File: config.mk
export PLATFORM = sky130hd
export DESIGN_NAME = mem_bus_arbiter
export DESIGN_NICKNAME = d
export VERILOG_FILES = /design/src/rtl/mem_bus_pkg.sv /design/src/rtl/mem_bus_arbiter.sv
export SDC_FILE = /design/constraint.sdc
export NUM_CORES = 1
export LEC_CHECK = 0
export CORE_AREA = 2 2 115 117
export CTS_BUF_LIST = sky130_fd_sc_hd__clkbuf_8 sky130_fd_sc_hd__clkbuf_16
export CTS_CLUSTER_DIAMETER = 30
export DETAILED_ROUTE_END_ITERATION = 8
export DIE_AREA = 0 0 117 119
export PLACE_DENSITY = 0.71
export SLEW_MARGIN = 20
export SYNTH_ARGS = -nofsm -noshare
export SYNTH_HDL_FRONTEND = slang
export SYNTH_SLANG_ARGS = --single-unit
File: constraint.sdc
create_clock -name clk -period 2.6 [get_ports clk]
set_input_delay 0.39 -clock clk [delete_from_list [all_inputs] [get_ports clk]]
set_output_delay 0.39 -clock clk [all_outputs]
set_load 0.05 [all_outputs]
File: src/rtl/mem_bus_pkg.sv
// Shared memory-bus definitions: widths, starvation limit default, owner encoding
// and the command bundle presented to the memory port.
package mem_bus_pkg;

  localparam int BUS_ADDR_W           = 32;
  localparam int BUS_DATA_W           = 32;
  localparam int STARVE_CNT_W         = 8;
  localparam int STARVE_LIMIT_DEFAULT = 8;

  typedef logic [BUS_ADDR_W-1:0]   busAddr_t;
  typedef logic [BUS_DATA_W-1:0]   busData_t;
  typedef logic [STARVE_CNT_W-1:0] starveCnt_t;

  typedef enum logic [1:0] {
    OWNER_NONE,
    OWNER_CPU,
    OWNER_DMA
  } busOwner_e;

  typedef struct packed {
    busAddr_t addr;
    busData_t wdata;
    logic     read;
    logic     write;
  } memCmd_t;

  // CPU wins by default; the DMA takes the bus when the CPU is idle or it has starved.
  function automatic busOwner_e selectOwner(input logic cpuAccess,
                                            input logic dmaReq,
                                            input logic starved);
    busOwner_e owner;
    if (dmaReq && (!cpuAccess || starved)) owner = OWNER_DMA;
    else if (cpuAccess)                     owner = OWNER_CPU;
    else                                    owner = OWNER_NONE;
    return owner;
  endfunction

endpackage

File: src/rtl/mem_bus_arbiter.sv
// Two-master arbiter for a single-ported data memory: CPU MEM stage has priority,
// a DMA requester is forced through after STARVE_LIMIT consecutive losses.
module mem_bus_arbiter
  import mem_bus_pkg::*;
#(
  parameter int STARVE_LIMIT = STARVE_LIMIT_DEFAULT
) (
  input  logic                  clk,
  input  logic                  reset,

  input  logic [BUS_ADDR_W-1:0] cpu_addr,
  input  logic                  cpu_read,
  input  logic                  cpu_write,
  input  logic [BUS_DATA_W-1:0] cpu_wdata,
  output logic [BUS_DATA_W-1:0] cpu_rdata,
  output logic                  cpu_stall,

  input  logic                  dma_req,
  input  logic                  dma_write,
  input  logic [BUS_ADDR_W-1:0] dma_addr,
  input  logic [BUS_DATA_W-1:0] dma_wdata,
  output logic                  dma_gnt,
  output logic [BUS_DATA_W-1:0] dma_rdata,
  output logic                  dma_rvalid,

  output logic [BUS_ADDR_W-1:0] mem_addr,
  output logic [BUS_DATA_W-1:0] mem_wdata,
  output logic                  mem_read,
  output logic                  mem_write,
  input  logic [BUS_DATA_W-1:0] mem_rdata
);

  localparam starveCnt_t LIMIT = starveCnt_t'(STARVE_LIMIT);

  starveCnt_t starveCnt;
  busOwner_e  owner;
  memCmd_t    cpuCmd;
  memCmd_t    dmaCmd;
  memCmd_t    memCmd;
  logic       cpuAccess;
  logic       starved;
  logic       dmaGnt;
  logic       dmaRdGnt;

  assign cpuAccess = cpu_read | cpu_write;
  assign starved   = (starveCnt == LIMIT);
  assign owner     = selectOwner(cpuAccess, dma_req, starved);
  assign dmaGnt    = (owner == OWNER_DMA);
  assign dmaRdGnt  = dmaGnt & ~dma_write;

  // A simultaneous read+write strobe from the CPU is a store only.
  assign cpuCmd = '{addr: cpu_addr, wdata: cpu_wdata,
                    read: cpu_read & ~cpu_write, write: cpu_write};
  assign dmaCmd = '{addr: dma_addr, wdata: dma_wdata,
                    read: ~dma_write, write: dma_write};

  // NOTE: every always_comb output gets a default before the case so no path
  // can leave it unassigned and infer a latch.
  always_comb begin
    memCmd       = cpuCmd;
    memCmd.read  = 1'b0;
    memCmd.write = 1'b0;
    unique case (owner)
      OWNER_CPU:  memCmd = cpuCmd;
      OWNER_DMA:  memCmd = dmaCmd;
      default:    ;
    endcase
  end

  assign mem_addr  = memCmd.addr;
  assign mem_wdata = memCmd.wdata;
  assign mem_read  = memCmd.read;
  assign mem_write = memCmd.write;

  assign cpu_rdata = mem_rdata;
  assign cpu_stall = dmaGnt & cpuAccess;
  assign dma_gnt   = dmaGnt;

  // NOTE: sequential state uses non-blocking assignments so every register
  // samples pre-edge values regardless of block ordering.
  always_ff @(posedge clk or posedge reset) begin
    if (reset) begin
      starveCnt <= '0;
    end else if (!dma_req || dmaGnt) begin
      starveCnt <= '0;
    end else if (starveCnt != LIMIT) begin
      starveCnt <= starveCnt + starveCnt_t'(1);
    end
  end

  // Read return: one-cycle latency, data held until the next DMA read grant.
  always_ff @(posedge clk or posedge reset) begin
    if (reset) begin
      dma_rvalid <= 1'b0;
      dma_rdata  <= '0;
    end else begin
      dma_rvalid <= dmaRdGnt;
      if (dmaRdGnt) dma_rdata <= mem_rdata;
    end
  end

endmodule

==> out/results.txt <==
Critical Path Start: starveCnt[0]
Clock Latency Late Sink: 280 ps
Initial Utilization: 22.0%
Asr flop ratio synth: 100%
Layout Cells excl Fill: 676
Max cap viols: 0
Origin of the critical flop-to-flop path: starveCnt[0]
Syn nets: 387
Final antenna diode count: 0
Drt total wl: 11000 um
Worst-case clock buffer depth: 2
Tmin final: 2510 ps
CP Cell Sequence: inv_1 > ha_1 > nor4b_4 > a22oi_4 > buf_12 > buf_16 > mux2_2 > buf_6
Post-synth EDFFs: 0
Chip width: 117 um
Fraction of layout cells with a size suffix above 1: 33.0%
Vias in the first global route: 2904
GR Overflow Total: 0
CTS Hold Bufs: 0
Core area: 12900 um2
Reg-to-Reg End: dma_rdata[17]
Period utilization: 96.7%
Critical path destination: mem_addr[17]
Max incr delay on CP: 400 ps
Nature of the critical path startpoint: flop
Worst Tran Pin Value: 522 ps
#FFs+latches synth: 41
Vias post-DR: 2736
Highest-delay cell along the critical path: dfrtp_2
Count of cell types in the netlist: 24
Pin count of the biggest net entering global routing: 42
CTS tree: done
Status: complete, no violations
Pre-antenna DRT Iters: 4
Relative slew slack: 65.1%
Slew Viols, Final: 0
Path type of the worst setup path: flop to output pin
Layout area overhead: 115%
R2R depth: 8
DRC: 0
Final Instance Area: 6090 um2
Final Setup Violations: 0
Inst Count DP: 665
TNS Setup: 0 ps
H-tree lvl count: 2
DR iter-0 viols: 42
Die area: 13900 um2
RSZ-0062 raised after global routing: true
CTS root buf: clkbuf_16
R2R Setup Slk: 610 ps
Maximum VDD drop: 0.000397 V
WHS: 483 ps
Clock sink count: 41
Crit path max fanout: 21
Syn avg cell area: 13.0 um2
Clock skew: 7.41 ps
First-pass GRT wire length: 15600 um
Hold Path Class: flop to flop
Tot GR Track Use: 14.3%
Post-Syn Area: 2840 um2
Antenna viol nets, final: 0
Req. time, crit path: 2210 ps
Power per cell area: 540 nW/um2
Post-synthesis sequential area ratio: 36.2%
Cells after Synth: 219
Endpoint type of the worst setup path: output pin
Row count: 42
P_leak: 2.68 nW
CTS Buf Count: 5
Dpl hpwl: 9000 um
Net count, final: 667
Hold Vio Cnt, Final: 0
Power Total: 0.00329 W
Worst path arrival time: 2120 ps
Placed Instance Area: 5720 um2
IO Pins: 299
Die height: 119 um
Fmax: 398 MHz
Initial antenna violation count: 0
Clk slew on worst S/H paths: 60 ps
GP Congestion: 0.759
Warning count from the yosys run: 0
Vias per inst: 4.05
Input/output buffers: 298
Mean routed wirelength per cell: 16.3 um
Synth Flop Type: dfrtp_1
-- worst min path at each step --
stage | cells past startpoint | slack [ps] | end | from
after floorplan | 1 | 490 | starveCnt[0] | starveCnt[0]
after global placement | 1 | 470 | dma_rdata[0] | dma_rdata[0]
after detailed placement | 1 | 470 | dma_rdata[2] | dma_rdata[2]
after CTS | 1 | 490 | dma_rdata[2] | dma_rdata[2]
after global routing | 1 | 500 | dma_rdata[2] | dma_rdata[2]
final | 1 | 480 | dma_rdata[8] | dma_rdata[8]
-- synthesized netlist by cell type, types with 2 or more instances --
cell type / count / area [um2]
buf_2: 3 / 15.0
mux2_4: 29 / 435
and3_1: 2 / 12.5
inv_1: 4 / 15.0
ha_1: 2 / 25.0
buf_8: 2 / 30.0
buf_6: 5 / 56.3
mux2_1: 29 / 327
xnor2_1: 2 / 17.5
mux2_2: 39 / 439
nand3_1: 5 / 25.0
buf_4: 32 / 240
xor2_1: 4 / 35.0
nor2_1: 11 / 41.3
dfrtp_1: 41 / 1030
-- layout by cell type (no fill, tap or decap), types with 6 or more instances in the layout --
cell / instances
dfrtp_1: 40
nor2_1: 10
mux2_1: 29
buf_12: 6
buf_6: 44
clkdlybuf4s50_1: 230
buf_4: 34
mux2_4: 29
mux2_2: 39
-- stage by stage --
step	util [%]	worst slack, ps
floorplan	-	4.38
global placement	44.4	83.6
detailed placement	44.4	48.5
CTS	45.8	17.3
global route	47.3	-17.9
finish	47.3	85.3
-- final cells by class --
cell class,count,area [um2]
inverters,4,15.0
fillers,1199,6780
well taps,176,220
multi-input cells,132,1460
repair buffers,315,3200
clock inverters,3,42.5
clock buffers,5,125
flip-flops and latches,41,1030
-- routing by layer --
metal  part of all wire, %  wire (um)  track usage (%)  vias to the layer above
li1                      -          -                -                     1305
met1                    38       4140             16.4                     1284
met2                    52       5770             26.1                      139
met3                   8.4        927             3.56                        8
met4                   1.7        188             3.60                        0
met5                     0          0                0                        -
-- where the power goes --
part           total, W  internal [W]  switching [W]
Clock          0.000688      0.000451       0.000238
Combinational   0.00179      0.000751        0.00104
Sequential     0.000810      0.000753      0.0000563
-- state kept, by name (all words and copies together) (netlist names) --
register and flops:
dma_rdata 32, dma_rvalid 1, starveCnt 8
-- timing repair --
item / 4_1_cts / 5_1_grt
pin swaps: 0 / 1
gates cloned: 0 / 0
buffers inserted: 0 / 3
gates resized for setup: 1 / 47
setup endpoints to repair: 1 / 64
-- worst max-delay path, delay by kind of cell (launching register included) --
kind	cells	cell delay (ps)
buffers and inverters	4	550
flip-flops	1	400
AND/OR/NAND/NOR	1	140
multiplexers	1	360
adder cells (fa/ha/maj)	1	190
AO/OA/AOI/OAI	1	190
-- logic make-up (layout without fill, tap and decap cells) --
| kind of cell | after synthesis | count (layout) | synth area share (%) |
|---|---|---|---|
| AND/OR/NAND/NOR | 25 | 25 | 5.25 |
| flip-flops | 41 | 41 | 36.2 |
| buffers and inverters | 46 | 327 | 12.6 |
| multiplexers | 97 | 97 | 42.3 |
| adder cells (fa/ha/maj) | 2 | 2 | 0.882 |
| AO/OA/AOI/OAI | 2 | 2 | 0.926 |
| XOR/XNOR | 6 | 6 | 1.85 |
Power figures use the tool's default switching activity.
